`config.mk`:
```
export PLATFORM = sky130hd
export DESIGN_NAME = fft_frame_feeder
export DESIGN_NICKNAME = d
export VERILOG_FILES = /design/src/rtl/fft_frame_feeder.sv
export SDC_FILE = /design/constraint.sdc
export NUM_CORES = 1
export LEC_CHECK = 0
export ABC_CLOCK_PERIOD_IN_PS = 6900
export CORE_ASPECT_RATIO = 1.1
export CORE_UTILIZATION = 40
export DETAILED_ROUTE_END_ITERATION = 8
export PLACE_DENSITY = 0.7
export SYNTH_ARGS = -nofsm -noshare
export SYNTH_HDL_FRONTEND = slang
export SYNTH_SLANG_ARGS = --single-unit
```
`constraint.sdc`:
```
create_clock -name clk_in -period 6.9 [get_ports clk_in]
set_input_delay 2.07 -clock clk_in [delete_from_list [all_inputs] [get_ports clk_in]]
set_output_delay 2.07 -clock clk_in [all_outputs]
set_load 0.01 [all_outputs]
```
`src/rtl/fft_frame_feeder.sv`:
```
// Streams a recorded sample buffer into an FFT core as NUM_FRAMES evenly spaced frames of FRAME_LEN beats.
// Build option: define FEEDER_SIGNED_CONVERT_EN to convert offset-binary samples to two's complement.
module fft_frame_feeder #(
  parameter int FRAME_LEN  = 2048,
  parameter int NUM_FRAMES = 4,
  parameter int ADDR_W     = 17,
  localparam int FL_W      = $clog2(FRAME_LEN),
  localparam int NF_SH     = $clog2(NUM_FRAMES),
  localparam int FI_W      = (NUM_FRAMES > 1) ? $clog2(NUM_FRAMES) : 1
) (
  input  logic              clk_in,
  input  logic              rst_in,
  input  logic              start_in,
  input  logic [ADDR_W-1:0] rec_length_in,
  output logic [ADDR_W-1:0] rd_addr_out,
  output logic              rd_en_out,
  input  logic [7:0]        rd_data_in,
  output logic              m_axis_tvalid,
  output logic [31:0]       m_axis_tdata,
  output logic              m_axis_tlast,
  input  logic              m_axis_tready,
  output logic              busy_out,
  output logic              done_out,
  output logic [FI_W-1:0]   frame_idx_out,
  output logic [1:0]        state_dbg_out
);

  typedef enum logic [1:0] {
    S_IDLE  = 2'd0,
    S_ISSUE = 2'd1,
    S_DRAIN = 2'd2
  } state_t;

  state_t            state_q;
  logic [ADDR_W-1:0] len_q, hop_q, base_q;
  logic [FL_W-1:0]   cnt_q;
  logic [FI_W-1:0]   frame_q;
  logic              s1_vld_q, s1_pad_q, s1_last_q;
  logic              s2_vld_q, s2_pad_q, s2_last_q;
  logic [8:0]        fifo_q [4];
  logic [1:0]        wr_ptr_q, rd_ptr_q;
  logic [2:0]        occ_q;
  logic              done_q, busy_q;

  logic [ADDR_W:0]   addr_sum_d;
  logic              slot_pad_d, slot_last_d, issue_d, push_d, pop_d;
  logic [2:0]        credit_use_d;
  logic [7:0]        sample_d, wr_sample_d;
  logic [8:0]        head_d;

  // One extra carry bit catches base+counter wrapping past the address space.
  assign addr_sum_d   = {1'b0, base_q} + {{(ADDR_W + 1 - FL_W){1'b0}}, cnt_q};
  assign slot_pad_d   = addr_sum_d[ADDR_W] | (addr_sum_d[ADDR_W-1:0] >= len_q);
  assign slot_last_d  = (cnt_q == FL_W'(FRAME_LEN - 1));
  assign credit_use_d = occ_q + {2'b00, s1_vld_q} + {2'b00, s2_vld_q};
  assign issue_d      = (state_q == S_ISSUE) && (credit_use_d < 3'd4);

  assign rd_en_out    = issue_d & ~slot_pad_d;
  assign rd_addr_out  = issue_d ? addr_sum_d[ADDR_W-1:0] : '0;

`ifdef FEEDER_SIGNED_CONVERT_EN
  assign sample_d = {~rd_data_in[7], rd_data_in[6:0]};
`else
  assign sample_d = rd_data_in;
`endif
  assign wr_sample_d = s2_pad_q ? 8'h00 : sample_d;

  // AXIS: a beat transfers on a cycle where tvalid and tready are both high;
  // tvalid/tdata/tlast come from the FIFO head and only move on a transfer.
  assign head_d        = fifo_q[rd_ptr_q];
  assign m_axis_tvalid = (occ_q != 3'd0);
  assign m_axis_tdata  = m_axis_tvalid ? {head_d[7:0], 8'h00, 16'h0000} : 32'h0;
  assign m_axis_tlast  = m_axis_tvalid & head_d[8];
  assign push_d        = s2_vld_q;
  assign pop_d         = m_axis_tvalid & m_axis_tready;

  assign busy_out      = busy_q;
  assign done_out      = done_q;
  assign frame_idx_out = frame_q;
  assign state_dbg_out = state_q;

  always_ff @(posedge clk_in) begin
    if (push_d) fifo_q[wr_ptr_q] <= {s2_last_q, wr_sample_d};
  end

  always_ff @(posedge clk_in) begin
    if (rst_in) begin
      state_q   <= S_IDLE;
      len_q     <= '0;
      hop_q     <= '0;
      base_q    <= '0;
      cnt_q     <= '0;
      frame_q   <= '0;
      s1_vld_q  <= 1'b0;
      s1_pad_q  <= 1'b0;
      s1_last_q <= 1'b0;
      s2_vld_q  <= 1'b0;
      s2_pad_q  <= 1'b0;
      s2_last_q <= 1'b0;
      wr_ptr_q  <= '0;
      rd_ptr_q  <= '0;
      occ_q     <= '0;
      done_q    <= 1'b0;
      busy_q    <= 1'b0;
    end else begin
      done_q    <= 1'b0;
      s1_vld_q  <= issue_d;
      s1_pad_q  <= slot_pad_d;
      s1_last_q <= slot_last_d;
      s2_vld_q  <= s1_vld_q;
      s2_pad_q  <= s1_pad_q;
      s2_last_q <= s1_last_q;
      if (push_d) wr_ptr_q <= wr_ptr_q + 2'd1;
      if (pop_d)  rd_ptr_q <= rd_ptr_q + 2'd1;
      occ_q <= occ_q + {2'b00, push_d} - {2'b00, pop_d};

      case (state_q)
        S_IDLE: begin
          // A start landing on the done pulse belongs to the finished run.
          if (start_in && !done_q) begin
            len_q   <= rec_length_in;
            hop_q   <= rec_length_in >> NF_SH;
            base_q  <= '0;
            cnt_q   <= '0;
            frame_q <= '0;
            busy_q  <= 1'b1;
            state_q <= S_ISSUE;
          end
        end
        S_ISSUE: begin
          if (issue_d) begin
            if (slot_last_d) begin
              cnt_q  <= '0;
              base_q <= base_q + hop_q;
              if (frame_q == FI_W'(NUM_FRAMES - 1)) state_q <= S_DRAIN;
              else frame_q <= frame_q + 1'b1;
            end else begin
              cnt_q <= cnt_q + 1'b1;
            end
          end
        end
        S_DRAIN: begin
          if (occ_q == 3'd0 && !s1_vld_q && !s2_vld_q) begin
            done_q  <= 1'b1;
            busy_q  <= 1'b0;
            state_q <= S_IDLE;
          end
        end
        default: state_q <= S_IDLE;
      endcase
    end
  end

endmodule

```
-- Word-level counts from Yosys, hierarchy flattened
Memories as Yosys holds them, arrays and structs flattened. A register that Yosys moved wholly into a read port is not among the register bits.
Cells that the tools add are included.
- add/subtract/negate cells: 10
- multipliers: 0
- divide/modulo/power cells: 0
- magnitude comparators: 2
- equality and inequality tests: 10
- shifts and indexed selects: 0
- mux-type cells: 30
- bitwise logic cells: 6
- reductions and logical operators: 19
- operators by type and width (operator ; count):
    17-bit two-way mux ; 4
    17-bit case mux with 2 select lines ; 1
    11-bit two-way mux ; 3
    32-bit two-way mux ; 1
    2-bit two-way mux ; 11
    11-bit case mux with 2 select lines ; 1
    17-bit by 11-bit adder with 18-bit output ; 1
    17-bit by 15-bit adder with 17-bit output ; 1
    17-bit greater-or-equal comparator ; 1
    11-bit by 1-bit adder with 11-bit output (second input constant) ; 1
    11-bit == test (second input constant) ; 1
    2-bit != test (second input constant) ; 5
    5-bit AND reduction ; 2
    3-bit by 1-bit adder with 3-bit output ; 3
    8-bit two-way mux ; 1
    2-bit by 1-bit adder with 2-bit output (second input constant) ; 3
    2-bit case mux with 3 select lines ; 1
    3-bit AND reduction ; 2
    1-bit two-way mux ; 5
    2-bit == test (second input constant) ; 2
    1-bit logical AND ; 4
    2-bit case mux with 2 select lines ; 1
    4-bit AND reduction ; 1
    2-bit nonzero test ; 2
    other kinds (14) ; 19
- flip-flop bits (word level): 79
- latch bits: 0
- bits in writable memories: 36
- ROM bits: 0
- word-level logic and storage cells: 95
- memories kept: 1
- memories (memory ; depth ; bits a word ; rd ports ; clocked after memory_dff ; wr ports ; line ; source):
    fifo_q ; 4 ; 9 ; 1 ; 1 ; 1 ; 40 ; logic [8:0] fifo_q [4];

-- Depth between registers and ports, before layout
Gate-level depths: netlist of run 1.
- depth after elaboration: 6
- mapped depth: 15
- mapped depth without buffers: 15

-- Worst setup path before layout of run 1
Ideal clock, no wire load.
- kind: reg-to-output
- from: register cnt_q[0]
- to: output port rd_en_out
- arrival time: 3.124 ns
- data required time: 4.830 ns
- setup slack: 1.706 ns
- cell stages (with the launch flop): 15
- cells stage by stage: dfxtp_1 ha_1 inv_1 fa_1 nor2b_1 o31a_1 o211ai_1 a211oi_1 xor2_1 ha_1 a21o_1 a21o_1 a21oi_1 o21ai_0 nor4_1
- word-level cells in the longest chain between the ends: 5
- ends and longest elaborated chain (what ; line ; source):
    start: declaration ; 36 ; logic [FL_W-1:0] cnt_q;
    start signal: assignment ; 138 ; cnt_q <= cnt_q + 1'b1;
    17-bit by 11-bit adder with 18-bit output (*) ; 52 ; assign addr_sum_d = {1'b0, base_q} + {{(ADDR_W + 1 - FL_W){1'b0}}, cnt_q};
    17-bit greater-or-equal comparator ; 53 ; assign slot_pad_d = addr_sum_d[ADDR_W] | (addr_sum_d[ADDR_W-1:0] >= len_q);
    1-bit bitwise OR (*) ; 53 ;
    1-bit NOT (*) ; 58 ; assign rd_en_out = issue_d & ~slot_pad_d;
    1-bit bitwise AND (*) ; 58 ;
    end: declaration ; 16 ; output logic rd_en_out,
Every way passes the cells marked *; elsewhere a longest branch is shown, timed or not.

-- Worst setup path after layout of run 1
Same ends and word-level chain as after synthesis.

==> results by group, run 1 <==
Placed design
  – Pre-CTS setup slack: 0.868 ns
  – Final estimated routing congestion in global placement: 0.921
  – Placed Area: 0.00683 mm^2
  – DP Wirelength: 10.8 mm
  – IO buf count: 62

Yosys
  – Yosys top cell by area: dfxtp_1
  – #FFs+latches synth: 102
  – Mapped Cells: 646
  – Synth Warn #: 0
  – Most used DFF post-synth: dfxtp_1
  – Yosys cell types: 60
  – Synth area leaders: dfxtp_1 (22%), edfxtp_1 (18%), ha_1 (11%)
  – Post-synthesis cell area: 0.00612 mm^2
  – Synth async-reset ratio: 0
  – Number of flops mapped to enable cells by yosys: 36
  – Post-synth top area share: 0.216
  – Sequential fraction of the synthesis area: 0.392
  – Mapped Avg Cell Area: 9.48 um^2

STA
  – Highest Clock Rate: 0.155 GHz
  – Final hold vios: 0
  – Fin crit share: 0.938
  – Max_slew headroom: 0.0628
  – Fin Setup TNS: 0 ns
  – Clock skew: 0.00809 ns
  – Unrepaired setup endpoints after global routing: false
  – Setup WS post-layout: 0.428 ns
  – Setup Viol. Count Final: 0
  – Tmin final: 6.47 ns
  – Slew Viols, Final: 0
  – Actual slew at the worst max-slew pin: 1.40 ns

CTS
  – Setup bufs post-CTS: 0
  – CTS root buf: clkbuf_16
  – Max Root-Sink Buffers: 2
  – Clock sinks: 102
  – CTS Hold Buffers Added: 0
  – Post_cts resized: 0
  – Cts bufs inserted: 9
  – Clock transition at the registers of the reported paths: 0.07 ns
  – H-tree Lvls: 3
  – CTS tree: yes
  – Clock latency at the later pin of the worst-skew pair: 0.35 ns

Pwr
  – Lkg Pwr: 2.91 nW
  – Worst VDD drop: 102 uV
  – Final Power: 1.54 mW
  – Pwr dens: 217 mW/mm^2

Min path
  – Worst Min Path Start: s1_pad_q$_SDFF_PP0_
  – HP Class: reg -> reg

Die
  – Effective utilization at floorplan: 0.408
  – Placeable Area: 0.0150 mm^2
  – Die Ht: 132 um
  – Io pins: 87
  – Cell Rows: 47
  – Die width: 120 um
  – Die area: 0.0158 mm^2

Cells and area
  – Area Overhead vs Synth: 16.3%
  – Cell area after layout: 0.00712 mm^2
  – Final core utilization: 0.475
  – Layout Nets: 784
  – # diodes: 0
  – Layout cells sized above 1: 0.0511

Critical path
  – Critical Path Source Type: flip-flop
  – Arrival time worst endpoint: 4.40 ns
  – Critical Path RT: 4.83 ns
  – Critical Path Sink Type: output port
  – Worst Setup SP: cnt_q[0]$_SDFFE_PP0P_
  – FF-to-FF Start: cnt_q[0]$_SDFFE_PP0P_
  – Setup CP Type: reg -> out
  – Crit-path max FO: 5

Flow run
  – Maximum capacitance violations: 0

Routing
  – DRC violations left: 0
  – Number of antenna-violating nets in the routed design: 0
  – WL final: 14.6 mm
  – WL/cell: 16.2 um
  – Vias/cell: 5.35
  – Vias: 4824
  – Initial DRC Count: 262
  – Drt pass-1 iters: 5

Outcome
  – Status: finished clean

Global route
  – Total congestion overflow: 0
  – Initial antenna violation count: 0
  – Vias in the first global route: 4801
  – Total GRT Usage: 0.191
  – First-pass GRT wire length: 23.6 mm
  – Pin count of the biggest net entering global routing: 28
-- final timing paths --
path	to	slack, ns	depth (start not counted)
max reg2reg	s1_pad_q$_SDFF_PP0_	3.24	15
min reg2reg	s2_pad_q$_SDFF_PP0_	0.45	1
min	s2_pad_q$_SDFF_PP0_	0.45	1
max	rd_en_out	0.43	15
-- sequential cells by signal, summed over array words and instances (netlist names), named ones only --
name	cells
fifo_q	36
base_q	17
len_q	17
cnt_q	11
occ_q	3
frame_idx_out	2
rd_ptr_q	2
state_dbg_out	2
wr_ptr_q	2
busy_out	1
done_out	1
push_d	1
s1_last_q	1
s1_pad_q	1
s1_vld_q	1
s2_last_q	1
s2_pad_q	1
-- logic make-up (layout without fill, tap and decap cells) --
kind of cell	count (synthesis)	after routing	synth area share
mux	11	11	0.0364
flops	102	102	0.392
other cells	1	24	0.000613
fa+ha+maj	55	55	0.116
buf+inv	82	118	0.0685
compound gates	148	148	0.160
simple gates	209	209	0.171
xor+xnor	38	38	0.0544
-- cell type report --
class	count	area, um^2
multi-input cells	485	3390
inverters	36	135
flip-flops and latches	102	2400
repair buffers	66	651
clock inverters	5	58.8
well taps	196	245
fillers	1426	7880
clock buffers	11	233
-- synthesized netlist by cell type, types with 6 or more instances --
| library cell | number |
|---|---|
| dfxtp_1 | 66 |
| nand2_1 | 62 |
| ha_1 | 52 |
| a21oi_1 | 50 |
| nor2_1 | 48 |
| edfxtp_1 | 36 |
| inv_1 | 36 |
| buf_4 | 24 |
| nor2b_1 | 24 |
| o21ai_0 | 21 |
| xor2_1 | 21 |
| xnor2_1 | 17 |
| and2_1 | 16 |
| a22o_1 | 15 |
| clkbuf_1 | 14 |
| nand3_1 | 13 |
| a211oi_1 | 11 |
| nor3_1 | 10 |
| mux4_2 | 9 |
| and3_1 | 8 |
| a21o_1 | 7 |
| nand4_1 | 7 |
| o21a_1 | 7 |
| o31ai_1 | 7 |
| o211ai_1 | 6 |
-- worst max-delay path, stage by stage, from the launching register on --
cell and delay (ns):
dfxtp_1 0.42, ha_1 0.23, inv_1 0.07, fa_1 0.40
nor2b_1 0.18, o31a_1 0.21, o211ai_1 0.22, a211oi_1 0.30
xor2_1 0.21, ha_1 0.27, a21o_1 0.16, a21o_1 0.17
a21oi_1 0.18, o21ai_0 0.14, nor4_1 0.29, clkdlybuf4s50_1 0.60
-- cells in the final DEF, fill, tap and decap left out, types with 7 or more instances in the layout --
master and n:
nor2b_1 24, a21o_1 7, nand3_1 13, conb_1 24, a22o_1 15, xnor2_1 17
clkbuf_16 9, ha_1 52, a211oi_1 11, edfxtp_1 36, o31ai_1 7, nand2_1 62
clkdlybuf4s50_1 62, o21a_1 7, xor2_1 21, mux4_2 9, inv_1 36, nand4_1 7
dfxtp_1 66, and3_1 8, a21oi_1 50, nor2_1 48, o21ai_0 21, nor3_1 10
and2_1 16
-- metrics by stage --
stage	cells	hold WS, ns
after floorplan	669	0.414
after global placement	885	0.418
after detailed placement	885	0.431
after CTS	901	0.456
after global routing	901	0.476
final	901	0.449
-- where the power goes --
group	switching, mW	internal, mW	total (mW)
clock network	0.224	0.282	0.506
registers	0.0446	0.650	0.695
logic	0.166	0.176	0.341
-- per-layer routing --
metal,global-route usage,share of wire,vias up
met1,0.228,0.42,2292
li1,-,-,2365
met4,0.0833,0.026,0
met3,0.0359,0.048,22
met5,0,0,-
met2,0.332,0.51,145
Power figures use the tool's default switching activity.
==> run 2, diff against run 1 <==
--- a/config.mk
+++ b/config.mk
@@ -5,11 +5,11 @@
 export SDC_FILE = /design/constraint.sdc
 export NUM_CORES = 1
 export LEC_CHECK = 0
-export ABC_CLOCK_PERIOD_IN_PS = 6900
+export ABC_CLOCK_PERIOD_IN_PS = 8200
 export CORE_ASPECT_RATIO = 1.1
 export CORE_UTILIZATION = 40
 export DETAILED_ROUTE_END_ITERATION = 8
-export PLACE_DENSITY = 0.7
+export PLACE_DENSITY = 0.65
 export SYNTH_ARGS = -nofsm -noshare
 export SYNTH_HDL_FRONTEND = slang
 export SYNTH_SLANG_ARGS = --single-unit
==> constraint.sdc (replaced) <==
create_clock -name clk_in -period 8.2 [get_ports clk_in]
set_input_delay 2.46 -clock clk_in [delete_from_list [all_inputs] [get_ports clk_in]]
set_output_delay 2.46 -clock clk_in [all_outputs]
set_load 0.01 [all_outputs]
==> run 2 against run 1 <==
  * Critical path depth did not move
  * Clock skew barely moved
  * Die area did not move
  * Largest cell class unchanged
  * Critical endpoint unchanged
  * Cell area fell by 0.21%
  * Clock power fell by 20%
  * Global-route usage rose by 0.47 points
  * First-iteration DRC count rose by 20%
  * Sequential power fell by 16%
  * Flip-flop and latch count did not move
==> results by group, run 2 (synthesis results as in run 1) <==
CTS
  – CTS Hold Buffers Added: 0 (unchanged)
  – Clock latency at the later pin of the worst-skew pair: 0.36 ns (about the same)
  – CTS tree: yes
  – Setup bufs post-CTS: 0 (unchanged)
  – Clock sinks: 102 (unchanged)
  – Max Root-Sink Buffers: 2 (unchanged)
  – Post_cts resized: 0 (unchanged)
  – H-tree Lvls: 3 (unchanged)
  – CTS root buf: clkbuf_16
  – Cts bufs inserted: 9 (unchanged)
  – Clock transition at the registers of the reported paths: 0.07 ns (about the same)

Cells and area
  – # diodes: 0 (unchanged)
  – Largest Register: fifo_q
  – Layout cells sized above 1: 0.0511 (unchanged)
  – Final core utilization: 0.474 (-0.00100)
  – Commonest non-fill, non-tap cell in the layout: dfxtp_1
  – Final cell count without fillers: 901 (unchanged)
  – Layout Nets: 784 (unchanged)
  – Cell area after layout: 0.00710 mm^2 (-0.21%)
  – Max reg flops: 36 (unchanged)
  – Largest regs: fifo_q: 36 flops, base_q: 17 flops, len_q: 17 flops
  – Register area: 0.00240 mm^2 (unchanged)
  – Most frequent cells in the layout: dfxtp_1 (66), nand2_1 (62), clkdlybuf4s50_1 (62)
  – Area Overhead vs Synth: 16.1%
  – Multi-input gate area: 0.00339 mm^2 (unchanged)
  – Fillers: 1404 (-1.5%)

Outcome
  – Status: finished clean

STA
  – Max_slew headroom: 0.218 (+0.156)
  – Actual slew at the worst max-slew pin: 1.17 ns (-0.232 ns)
  – Unrepaired setup endpoints after global routing: false
  – Fin crit share: 0.828
  – Final hold slack: 0.440 ns (-0.00892 ns)
  – Tmin final: 6.79 ns
  – Setup WS post-layout: 1.41 ns (+0.981 ns)
  – Final hold vios: 0 (unchanged)
  – Highest Clock Rate: 0.147 GHz
  – Fin Setup TNS: 0 ns (unchanged)
  – Slew Viols, Final: 0 (unchanged)
  – Clock skew: 0.00819 ns (+0.000107 ns)
  – Setup Viol. Count Final: 0 (unchanged)

Placed design
  – Pre-CTS setup slack: 1.88 ns (+1.01 ns)
  – IO buf count: 62 (unchanged)
  – Placed Area: 0.00683 mm^2 (unchanged)
  – Final estimated routing congestion in global placement: 0.893 (-3.0%)
  – Dpl cells: 885 (unchanged)
  – DP Wirelength: 10.9 mm (+0.88%)

Die
  – Placeable Area: 0.0150 mm^2 (unchanged)
  – Die width: 120 um (unchanged)
  – Die area: 0.0158 mm^2 (unchanged)
  – Die Ht: 132 um (unchanged)
  – Io pins: 87 (unchanged)
  – Cell Rows: 47 (unchanged)
  – Effective utilization at floorplan: 0.408 (unchanged)

Routing
  – Initial DRC Count: 315 (+20%)
  – Number of antenna-violating nets in the routed design: 0 (unchanged)
  – DRC violations left: 0 (unchanged)
  – WL final: 14.7 mm (+0.94%)
  – Vias/cell: 5.28 (-1.3%)
  – Drt pass-1 iters: 4 (-1)
  – WL/cell: 16.4 um (+0.94%)
  – Vias: 4759 (-1.3%)

Pwr
  – Pwr dens: 181 mW/mm^2 (-17%)
  – Final Power: 1.28 mW (-17%)
  – Lkg Pwr: 2.90 nW (-0.12%)
  – Worst VDD drop: 84.5 uV (-17%)

Global route
  – Total congestion overflow: 0 (unchanged)
  – Vias in the first global route: 4878 (+1.6%)
  – First-pass GRT wire length: 24.1 mm (+2.3%)
  – Total GRT Usage: 0.196 (+0.00471)
  – Initial antenna violation count: 0 (unchanged)
  – Pin count of the biggest net entering global routing: 44 (+57%)

Critical path
  – Critical Path RT: 5.74 ns (+0.91 ns)
  – CP top delay family: compound AO/OA/AOI/OAI gates
  – Critical Path Sink Type: output port
  – R2R cell count: 15 (unchanged)
  – Crit path depth: 15 (unchanged)
  – FF-to-FF Start: cnt_q[0]$_SDFFE_PP0P_
  – CP cell instances: ha_1, inv_1, fa_1, nor2b_1, o31a_1, o211ai_1, a211oi_1, xor2_1, ha_1, a21o_1, a21o_1, a21oi_1, o21ai_0, nor4_1, clkdlybuf4s50_1
  – Flop2flop setup slack: 4.53 ns (+1.29 ns)
  – Worst setup endpoint: rd_en_out
  – Worst path slowest cell: clkdlybuf4s50_1
  – Worst Setup SP: cnt_q[0]$_SDFFE_PP0P_
  – CP peak stage delay: 0.60 ns (about the same)
  – Arrival time worst endpoint: 4.33 ns (-0.07 ns)
  – Crit-path max FO: 5 (unchanged)
  – Buf/Inv on CP: 2 (unchanged)
  – Critical Path Source Type: flip-flop
  – Worst reg2reg path endpoint: s1_pad_q$_SDFF_PP0_
  – Setup CP Type: reg -> out

Flow run
  – Maximum capacitance violations: 0 (unchanged)

Min path
  – HP Class: reg -> reg
## run 2: cell count changes in the layout (fill, tap and decap cells not counted)
cell        previous run  this run
bufinv_16              1         0
clkbuf_1               2         1
clkinv_1               0         1
clkinv_4               0         2
clkinvlp_2             1         0
inv_6                  1         0
inv_8                  0         1
## run 2: report_power, final
part           switching (mW)  internal [mW]
clock network           0.199          0.208
logic                   0.143          0.147
registers              0.0390          0.547
total                   0.381          0.903
## run 2: worst min path at each step
stage / cells after the start / start / endpoint / slack (ns)
global route: 1 / s1_pad_q$_SDFF_PP0_ / s2_pad_q$_SDFF_PP0_ / 0.46
finish: 1 / s1_pad_q$_SDFF_PP0_ / s2_pad_q$_SDFF_PP0_ / 0.44
detailed placement: 1 / s1_pad_q$_SDFF_PP0_ / s2_pad_q$_SDFF_PP0_ / 0.43
floorplan: 1 / s1_last_q$_SDFF_PP0_ / s2_last_q$_SDFF_PP0_ / 0.41
global placement: 1 / s1_last_q$_SDFF_PP0_ / s2_last_q$_SDFF_PP0_ / 0.42
CTS: 1 / s1_pad_q$_SDFF_PP0_ / s2_pad_q$_SDFF_PP0_ / 0.44
## run 2: cell type report
cell class              count  area share
inverters                  36      0.0190
multi-input cells         485       0.478
repair buffers             66      0.0916
clock inverters             6     0.00669
well taps                 196      0.0345
clock buffers              10      0.0322
flip-flops and latches    102       0.338
## run 2: layer usage
metal | track usage | wire length (um) | up-vias
met5 | 0 | 0 | -
met1 | 0.223 | 6130 | 2248
met4 | 0.111 | 570 | 0
li1 | - | - | 2366
met3 | 0.0311 | 534 | 30
met2 | 0.344 | 7500 | 115
## run 2: worst reg2reg max path: cells and delay by family, from the launching register on
| family | cells | cell delay, ns |
|---|---|---|
| AND/OR/NAND/NOR | 3 | 0.58 |
| buffers and inverters | 1 | 0.07 |
| flip-flops | 1 | 0.42 |
| AO/OA/AOI/OAI | 7 | 1.32 |
| XOR/XNOR | 1 | 0.23 |
| adder cells (fa/ha/maj) | 3 | 0.91 |
